===== config.mk =====
export PLATFORM = sky130hd
export DESIGN_NAME = if_stage
export DESIGN_NICKNAME = d
export VERILOG_FILES = /design/src/rtl/if_stage.sv
export SDC_FILE = /design/constraint.sdc
export NUM_CORES = 1
export LEC_CHECK = 0
export ABC_AREA = 1
export CAP_MARGIN = 10
export CORE_MARGIN = 4
export CORE_UTILIZATION = 40
export DETAILED_ROUTE_END_ITERATION = 8
export GPL_TIMING_DRIVEN = 0
export MAX_ROUTING_LAYER = met4
export PLACE_DENSITY = 0.78
export SETUP_SLACK_MARGIN = 0.5
export SYNTH_ARGS = -nofsm -noshare
export SYNTH_HDL_FRONTEND = slang
export SYNTH_SLANG_ARGS = --single-unit

===== constraint.sdc =====
create_clock -name Clk -period 1.4 [get_ports Clk]
set_input_delay 0.28 -clock Clk [delete_from_list [all_inputs] [get_ports Clk]]
set_output_delay 0.28 -clock Clk [all_outputs]
set_load 0.02 [all_outputs]

===== src/rtl/if_stage.sv =====
// ============================================================================
// Module   : if_stage
// Purpose  : Instruction-fetch stage: PC register, next-PC select, IF/ID register.
// Options  : define IF_PERF_CNT_EN to build the fetch/stall performance counters.
// Revision : 1.0 - initial release
// ============================================================================
`default_nettype none

module if_stage #(
  parameter logic [31:0] RESET_PC = 32'h0000_0000
) (
  input  logic        Clk,
  input  logic        Rst,
  input  logic        PC_Write,
  input  logic        IF_Write,
  input  logic [1:0]  addrSel,
  input  logic [31:0] BranchAddr,
  input  logic [31:0] InstrIn,
  output logic [31:0] InstrAddr,
  output logic [31:0] InstrID,
  output logic [31:0] PCPlus4ID,
  output logic        ValidID,
  output logic [31:0] FetchCount,
  output logic [31:0] StallCount
);

  localparam logic [1:0]  c_SEL_SEQ    = 2'b00;
  localparam logic [1:0]  c_SEL_JUMP   = 2'b01;
  localparam logic [1:0]  c_SEL_BRANCH = 2'b10;
  localparam logic [31:0] c_WORD_MASK  = 32'hFFFF_FFFC;

  logic [31:0] r_pc;
  logic [31:0] r_instr_id;
  logic [31:0] r_pc_plus4_id;
  logic        r_valid_id;
  logic [31:0] w_pc_plus4;
  logic [31:0] w_jump_target;
  logic [31:0] w_next_pc;

  assign w_pc_plus4    = r_pc + 32'd4;
  // Jump target comes from the instruction already latched in IF/ID.
  assign w_jump_target = {r_pc_plus4_id[31:28], r_instr_id[25:0], 2'b00};

  always_comb begin
    w_next_pc = w_pc_plus4;
    case (addrSel)
      c_SEL_SEQ:    w_next_pc = w_pc_plus4;
      c_SEL_JUMP:   w_next_pc = w_jump_target;
      c_SEL_BRANCH: w_next_pc = BranchAddr & c_WORD_MASK;
      default:      w_next_pc = w_pc_plus4;
    endcase
  end

  always_ff @(posedge Clk or negedge Rst) begin
    if (!Rst) begin
      r_pc <= {RESET_PC[31:2], 2'b00};
    end else if (PC_Write) begin
      r_pc <= w_next_pc;
    end
  end

  always_ff @(posedge Clk or negedge Rst) begin
    if (!Rst) begin
      r_instr_id    <= 32'h0000_0000;
      r_pc_plus4_id <= 32'h0000_0000;
      r_valid_id    <= 1'b0;
    end else if (IF_Write) begin
      r_instr_id    <= InstrIn;
      r_pc_plus4_id <= w_pc_plus4;
      r_valid_id    <= 1'b1;
    end
  end

  assign InstrAddr = r_pc;
  assign InstrID   = r_instr_id;
  assign PCPlus4ID = r_pc_plus4_id;
  assign ValidID   = r_valid_id;

`ifdef IF_PERF_CNT_EN
  localparam logic [31:0] c_CNT_MAX = 32'hFFFF_FFFF;

  logic [31:0] r_fetch_count;
  logic [31:0] r_stall_count;

  // Both counters saturate rather than wrap.
  always_ff @(posedge Clk or negedge Rst) begin
    if (!Rst) begin
      r_fetch_count <= 32'h0000_0000;
      r_stall_count <= 32'h0000_0000;
    end else begin
      if (IF_Write && (r_fetch_count != c_CNT_MAX)) begin
        r_fetch_count <= r_fetch_count + 32'd1;
      end
      if (!PC_Write && !IF_Write && (r_stall_count != c_CNT_MAX)) begin
        r_stall_count <= r_stall_count + 32'd1;
      end
    end
  end

  assign FetchCount = r_fetch_count;
  assign StallCount = r_stall_count;
`else
  assign FetchCount = 32'h0000_0000;
  assign StallCount = 32'h0000_0000;
`endif

endmodule

`default_nettype wire


# Word level (Yosys, flattened, before mapping)

Index checks and enable logic that the tools add are counted.

Register bits: 97
Input bits: 70
Output and inout bits: 161
Word-level logic and storage cells: 8

Add/sub/neg operators: 1
Equal/unequal tests: 2
Multiplexer cells: 1

Operators by type and width:

| kind                                          | count |
|---|---|
| case mux 32 bit (2 select lines)              | 1 |
| adder 32 x 3 -> 32 bit, second input constant | 1 |
| == test 2 x 1 -> 1 bit, second input constant | 1 |
| == test 2 bit, second input constant          | 1 |

# Depth between registers and ports, before layout

Gate-level depths: netlist of the first run.

Depth in word-level cells: 2
Depth in mapped cells: 10
Gate-level depth less buffers: 10

# Worst setup path after synthesis of the first run

OpenSTA, ideal clock, no wires.

Kind: flip-flop to flip-flop
From: register r_pc[3], in the netlist InstrAddr[3]
To: register r_pc_plus4_id[28], in the netlist PCPlus4ID[28]
Setup time: 0.118 ns
Arrival: 1.508 ns
Required time: 1.282 ns
Setup slack: -0.227 ns
Cell stages (with the launch flop): 11
Buffers on the path: 0
Period minus slack after synthesis: 1.627 ns
Cells stage by stage: dfrtp_1 > ha_1 > inv_1 > nor2_1 > nand2_4 > nor2_4 > nand2_1 > nand2_1 > nand2_1 > nand2_1 > o21ai_2

Cells in the longest elaborated chain, start to end: 1

Ends and longest elaborated chain:

| element                | RTL line | source |
|---|---|---|
| from (decl)            | 32       | `logic [31:0] r_pc;` |
| from (signal assigned) | 56       | `r_pc <= {RESET_PC[31:2], 2'b00};` |
| from (signal assigned) | 58       | `r_pc <= w_next_pc;` |
| adder 32 x 3 -> 32 bit | 40       | `assign w_pc_plus4 = r_pc + 32'd4;` |
| to (signal assigned)   | 69       | `r_pc_plus4_id <= w_pc_plus4;` |
| to (decl)              | 34       | `logic [31:0] r_pc_plus4_id;` |

Every way passes these cells.
A chain may end at the register's enable or synchronous reset.

# Final worst setup path of the first run

From: register r_pc[4], in the netlist InstrAddr[4]
To: register r_pc[17], in the netlist InstrAddr[17]

Cells in the longest elaborated chain, start to end: 2

Ends and longest elaborated chain:

| element                          | RTL line | source |
|---|---|---|
| adder 32 x 3 -> 32 bit           | 40       |  |
| case mux 32 bit (2 select lines) | 46       | `case (addrSel)` |

Every way passes these cells.

==> results of run 1 <==
-- worst max-delay path, delay by kind of cell, from the launching register on --
family,cells,cell delay (ns)
AO/OA/AOI/OAI,1,0.18
buffers and inverters,1,0.12
flip-flops,1,0.43
AND/OR/NAND/NOR,7,0.79
-- how the worst max path moves through the flow --
stage	startpoint	to	slack (ns)	depth (start not counted)
after floorplan	InstrAddr[3]$_DFFE_PN0P_	PCPlus4ID[28]$_DFFE_PN0P_	0.001	10
after global placement	Rst	InstrAddr[19]$_DFFE_PN0P_	-3.89	1
after detailed placement	addrSel[1]	InstrAddr[27]$_DFFE_PN0P_	-1.03	10
after CTS	InstrAddr[3]$_DFFE_PN0P_	InstrAddr[20]$_DFFE_PN0P_	-0.03	10
after global routing	InstrAddr[12]$_DFFE_PN0P_	InstrAddr[19]$_DFFE_PN0P_	-0.35	9
final	InstrAddr[4]$_DFFE_PN0P_	InstrAddr[17]$_DFFE_PN0P_	-0.21	9
-- power groups by stage --
stage	sequential (µW)	clock, µW	combinational [µW]
floorplan	3920	0	1310
global placement	3490	0	3110
detailed placement	3520	0	3150
CTS	3500	2500	3810
global route	3570	2630	4510
finish	3530	2520	4260
-- synth_stat cells, types with 2 or more instances --
library cell and instances:
nand2_2 9, nor2_1 50, o21a_1 2, o21ai_2 2, o22ai_1 3, nand2_4 3
buf_2 5, dfrtp_1 93, and2_1 2, a31oi_1 8, inv_1 78, nor2_8 2
xor2_1 4, buf_4 70, nand3_1 27, a21oi_1 18, o21ai_0 81, a21oi_2 4
ha_1 3, nand2_1 262, xnor2_1 4, clkinv_1 2, clkbuf_1 22, o21ai_1 7
nor2_4 7
-- logic make-up after synthesis --
group | Yosys count
AND/OR/NAND/NOR | 367
buffers and inverters | 179
AO/OA/AOI/OAI | 127
flip-flops | 93
XOR/XNOR | 8
adder cells (fa/ha/maj) | 3
other | 1
-- layer usage --
metal  share of wire [%]  GRT usage, %
met4                 4.9          10.5
met2                  48          39.2
met1                  39          30.3
met3                 8.1          3.96
met5                   0             -
-- state kept, by name, indices dropped and copies added (netlist names) --
name,flops
InstrID,32
InstrAddr,30
PCPlus4ID,30
ValidID,1
-- through the flow --
step | hold WS [ns] | utilization (%) | instances
floorplan | -0.0156 | - | 845
global placement | 0.453 | 56.9 | 1183
detailed placement | 0.271 | 57.1 | 1184
CTS | -0.105 | 65.2 | 1262
global route | -0.0759 | 68.2 | 1290
finish | -0.109 | 68.2 | 1290
-- what timing repair did --
| item | 4_1_cts | 5_1_grt |
|---|---|---|
| hold endpoints to repair | 34 | 34 |
| gates resized for setup | 639 | 57 |
| setup endpoints to repair | 152 | 163 |
| pin swaps | 22 | 19 |
| buffers inserted | 61 | 28 |
| gates cloned | 1 | 0 |
-- area by class of cell --
cell class                      count  area [µm²]
Fill cell                        1098        4390
Multi-Input combinational cell    573        2960
Timing Repair Buffer              249        2520
Sequential cell                    93        2360
Buffer                             99         738
Inverter                           80         328
Clock buffer                       13         280
Tap cell                          180         225
Clock inverter                      3        17.5
==> metrics, run 1 <==
CP max FO=5; Cells after Synth=a little under 800; crit path time final=1.61 ns; most frequent cells in the layout=nand2_1, buf_4, buf_6, inv_1, conb_1; maxcap violations=0; Compound-Gate Fraction of Synth Area=12.1%; CP max stage delay=0.43 ns; CTS Buf Count=9; Via Count=roughly 6.3k; Tot Pwr=10300 µW; clock insertion delay at the later pin of the skew report=0.36 ns; Starting Density=40.7%; area growth from synthesis to layout=67.8%; vias in the first global route=5723; max-slew violations=0; row count=43; first-pass GRT wire length=29800 µm; Synth Register Bits=between 90 and 100; R2R Path Start=InstrAddr[4]$_DFFE_PN0P_; Setup crit start kind=register; sw frac=36.5%; mux contribution to synthesized area=0%; Area contributors post-synth=dfrtp_1, nand2_1, buf_4; final setup violation count=37; Setup TNS Final=-2.99 ns; net load switching power=between 3000 and 4000 µW; Pwr Density=roughly 1100 mW/mm²; Synth cell types=35; Die ar.=0.0160 mm²; Fin. Hold Viols=34; violated checks=negative hold slack, negative setup slack; Post-synth EDFFs=0; Critical Path End Type=register; Final Instance Area=0.00944 mm²; FF-to-FF setup slack=-0.21 ns; ratio of cells with drive above 1 in the final layout=between 30% and 40%; routed vias/inst=4.88; Critical Path AT=1.87 ns; Max Freq=approximately 620 MHz; largest net degree at the start of global routing=60; Max-slew headroom=61.3%; async set or reset register ratio after synthesis=100%; Top-Level Pins=231; initial antenna violation count=0; CP cell instances=nand2_2, nor2_8, buf_12, nand2_4, nor2_4, nand2_2, nand2_1, nand2_1, a21oi_2; Int Pwr=about 6500 µW; die height=127 µm; HPWL after DPL=13900 µm; Yosys top cell area share=41.4%; largest family of logic cells by synthesized area=simple AND/OR/NAND/NOR gates; R2R Path End=InstrAddr[17]$_DFFE_PN0P_; Synth area leader=dfrtp_1; Hold Crit Class=primary input to asynchronous set/reset pin; # nets final=approximately 1.2k; DRT Pass-1 Iters=5; worst slew pin tran=0.581 ns; Setup WS post-layout=-0.209 ns; All-Layer GR Usage=approximately 24%; combinational power share=41.3%; unrepaired setup endpoints after global routing=yes; YS warnings=0; Reg power frac=roughly a third; DP Area=0.00789 mm²; Mapped Area=0.00562 mm²; ys flop type=dfrtp_1; final period utilization=115%; Mapped Avg Cell Area=about 7.2 µm²; H-tree levels=3; DRT iter0 DRCs=440; adder-cell share of the synthesized area=0.668%; final WL=21300 µm; antenna cells=0; clk_skew=0.0174 ns; core area=0.0138 mm²; Hold Slack=-0.109 ns; Routed WL per cell=16.5 µm; Worst-path clk slew=0.07 ns; XOR/XNOR share of the synthesized area=1.25%; Synth Area in Simple Gates=between 20% and 30%; clock share of power=24.4%; die width=127 µm; routability congestion estimate=0.907; CP Data Required Time=1.67 ns; Pleak=roughly 0.0048 µW; port buffer count=158; DRC violations left=0; slowest cell on the critical path=dfrtp_2; CTS Sinks=93; Peak supply drop=0.573 mV; TritonCTS clock tree=done; root buf cell=clkbuf_16; Worst Reg-to-Reg Cells=9; post-route ant nets=0; Seq/Total Area, Yosys=41.4%; status=complete, but fails checks; Crit Path Class=register to register; dpl ws=-1.03 ns; commonest non-fill, non-tap cell in the layout=nand2_1; grt total ovfl=0; Longest Clk Path Bufs=2
(Power assumes the default switching activity.)
==> inputs of run 2 (changes only) <==
--- a/config.mk
+++ b/config.mk
@@ -6,7 +6,8 @@
 export NUM_CORES = 1
 export LEC_CHECK = 0
 export ABC_AREA = 1
-export CAP_MARGIN = 10
+export ABC_CLOCK_PERIOD_IN_PS = 1400
+export CAP_MARGIN = 5
 export CORE_MARGIN = 4
 export CORE_UTILIZATION = 40
 export DETAILED_ROUTE_END_ITERATION = 8
==> results of run 2 <==
Final layout, timing and power as in run 1 (identical DEF).
==> inputs of run 3 (changes only) <==
--- a/config.mk
+++ b/config.mk
@@ -8,12 +8,14 @@
 export ABC_AREA = 1
 export ABC_CLOCK_PERIOD_IN_PS = 1400
 export CAP_MARGIN = 5
+export CELL_PAD_IN_SITES_DETAIL_PLACEMENT = 1
+export CELL_PAD_IN_SITES_GLOBAL_PLACEMENT = 2
 export CORE_MARGIN = 4
-export CORE_UTILIZATION = 40
+export CORE_UTILIZATION = 21
 export DETAILED_ROUTE_END_ITERATION = 8
 export GPL_TIMING_DRIVEN = 0
 export MAX_ROUTING_LAYER = met4
-export PLACE_DENSITY = 0.78
+export PLACE_DENSITY_LB_ADDON = 0.1
 export SETUP_SLACK_MARGIN = 0.5
 export SYNTH_ARGS = -nofsm -noshare
 export SYNTH_HDL_FRONTEND = slang
==> constraint.sdc (replaced) <==
create_clock -name Clk -period 1.4 [get_ports Clk]
set_input_delay 0.35 -clock Clk [delete_from_list [all_inputs] [get_ports Clk]]
set_output_delay 0.35 -clock Clk [all_outputs]
set_load 0.02 [all_outputs]
==> metrics, run 3 (synthesis gave the netlist of run 1 again) <==
die width=172 µm (was 127 µm); Fin. Hold Viols=53 (was 34); Routed WL per cell=16.4 µm (was 16.5 µm); routed vias/inst=4.05 (was 4.88); area growth from synthesis to layout=78.0% (was 67.8%); die height=172 µm (was 127 µm); DRC violations left=0 (unchanged); post-route ant nets=0 (unchanged); worst slew pin tran=0.634 ns (was 0.581 ns); Worst-path clk slew=0.08 ns (was 0.07 ns); Peak supply drop=0.426 mV (was 0.573 mV); DRT Pass-1 Iters=4 (was 5); Critical Path End Type=register (unchanged); first-pass GRT wire length=36300 µm (was 29800 µm); Hold Slack=-0.0448 ns (was -0.109 ns); H-tree levels=3 (unchanged); FF-to-FF setup slack=-0.13 ns (was -0.21 ns); Crit Path Class=register to register (unchanged); Final Core Density=38.2% (was 68.2%); Starting Density=21.5% (was 40.7%); vias in the first global route=6261 (was 5723); GR Layer Usage met3=3.01% (was 3.96%); max-slew violations=0 (unchanged); Setup TNS Final=-2.52 ns (was -2.99 ns); Die ar.=0.0295 mm² (was 0.0160 mm²); Tot Pwr=10600 µW (was 10300 µW); Final Instance Area=0.0100 mm² (was 0.00944 mm²); CTS Sinks=93 (unchanged); Pleak=0.00497 µW (was 0.00481 µW); Max Freq=652 MHz (was 621 MHz); Max-slew headroom=57.7% (was 61.3%); dpl ws=-0.946 ns (was -1.03 ns); # nets final=1191 (was 1178); initial antenna violation count=0 (unchanged); Pwr Density=1060 mW/mm² (was 1090 mW/mm²); Longest Clk Path Bufs=2 (unchanged); status=complete, but fails checks (unchanged); unrepaired setup endpoints after global routing=yes (unchanged); violated checks=negative hold slack, negative setup slack (unchanged); Critical Path AT=1.83 ns (was 1.87 ns); crit path time final=1.53 ns (was 1.61 ns); Worst Reg-to-Reg Cells=9 (unchanged); met1 usage=21.4% (was 30.3%); Critical Path Start=InstrAddr[4]$_DFFE_PN0P_ (unchanged); CTS Buf Count=9 (unchanged); DRT iter0 DRCs=192 (was 440); R2R Path End=InstrAddr[15]$_DFFE_PN0P_ (was InstrAddr[17]$_DFFE_PN0P_); routability congestion estimate=0.765 (was 0.907); CP max FO=6 (was 5); Hold Buf Count CTS=0; grt total ovfl=0 (unchanged); GR Util met2=27.3% (was 39.2%); clock insertion delay at the later pin of the skew report=0.36 ns (about the same); All-Layer GR Usage=16.6% (was 24.3%); R2R Path Start=InstrAddr[4]$_DFFE_PN0P_ (unchanged); final period utilization=109% (was 115%); maxcap violations=0 (unchanged); CP endpoint=InstrAddr[15]$_DFFE_PN0P_ (was InstrAddr[17]$_DFFE_PN0P_); Largest register FFs=32 (unchanged); Setup WS post-layout=-0.133 ns (was -0.209 ns); Via Count=5899 (was 6291); commonest non-fill, non-tap cell in the layout=nand2_1 (unchanged); layout filler cell count=3147 (was 1098); Top-Level Pins=231 (unchanged); final WL=23900 µm (was 21300 µm); Setup crit start kind=register (unchanged); row count=59 (was 43); port buffer count=158 (unchanged); GRT Max-Usage Layer=met2 (unchanged); core area=0.0262 mm² (was 0.0138 mm²); DP Area=0.00812 mm² (was 0.00789 mm²); CP Data Required Time=1.69 ns (was 1.67 ns); largest net degree at the start of global routing=55 (was 60); Hold Crit Class=primary input to asynchronous set/reset pin (unchanged); TritonCTS clock tree=done (unchanged); ratio of cells with drive above 1 in the final layout=42.5% (was 38.0%); root buf cell=clkbuf_16 (unchanged); final setup violation count=50 (was 37); antenna cells=0 (unchanged); most frequent cells in the layout=nand2_1, buf_4, buf_6, inv_1, conb_1 (unchanged); HPWL after DPL=18200 µm (was 13900 µm); clk_skew=0.0123 ns (was 0.0174 ns)
-- run 3: cell count changes in the layout (fill, tap and decap cells not counted), sizes merged --
cell    previous run  this run
buf              265       277
clkbuf            34        31
bufinv             0         1
clkinv             4         7
-- run 3: worst max-delay path, cell delays in order, from the launching register on --
cell and delay [ns]:
dfrtp_2 0.44, nand2_4 0.09, nor2_8 0.21, nand2_8 0.10, nor2_8 0.18, buf_4 0.14
nand2_2 0.05, nand2_2 0.07, nand2_2 0.06, a21oi_2 0.12
-- run 3: layout make-up --
type	count	area, µm²	area share [%]
repair buffers	262	2650	26.5
inverters	80	329	3.29
plain buffers	99	778	7.78
multi-input cells	573	3170	31.7
clock buffers	9	225	2.25
flip-flops and latches	93	2360	23.6
clock inverters	7	73.8	0.738
well taps	335	419	4.19
-- run 3: layer usage --
layer,vias to the layer above,routed length [µm]
met5,-,0
li1,2963,-
met1,2764,11000
met2,154,11500
met3,18,1190
met4,0,276
-- run 3: metrics by stage --
step / std cells / hold WS [ns]
2_1_floorplan: 845 / 0.0544
3_3_place_gp: 1338 / 0.453
3_5_place_dp: 1339 / 0.456
4_1_cts: 1425 / 0.0974
5_1_grt: 1458 / 0.00737
6_report: 1458 / -0.0448
-- run 3: worst min path at each step --
stage / startpoint / to / slack [ns]
floorplan: Rst / InstrAddr[10]$_DFFE_PN0P_ / 0.05
global placement: ValidID$_DFFE_PN0P_ / ValidID$_DFFE_PN0P_ / 0.45
detailed placement: ValidID$_DFFE_PN0P_ / ValidID$_DFFE_PN0P_ / 0.46
CTS: Rst / PCPlus4ID[3]$_DFFE_PN0P_ / 0.1
global route: Rst / InstrID[0]$_DFFE_PN0P_ / 0.007
finish: Rst / PCPlus4ID[3]$_DFFE_PN0P_ / -0.04
-- run 3: power by group --
part | switching [µW] | internal (µW) | total [µW]
logic | 2230 | 2190 | 4420
registers | 449 | 3090 | 3540
clock network | 1230 | 1400 | 2620
-- run 3: timing repair --
action	in CTS	in global routing
gates cloned	1	0
buffers inserted	69	33
resized for setup	681	75
setup endpoints to repair	153	208
pin swaps	23	37
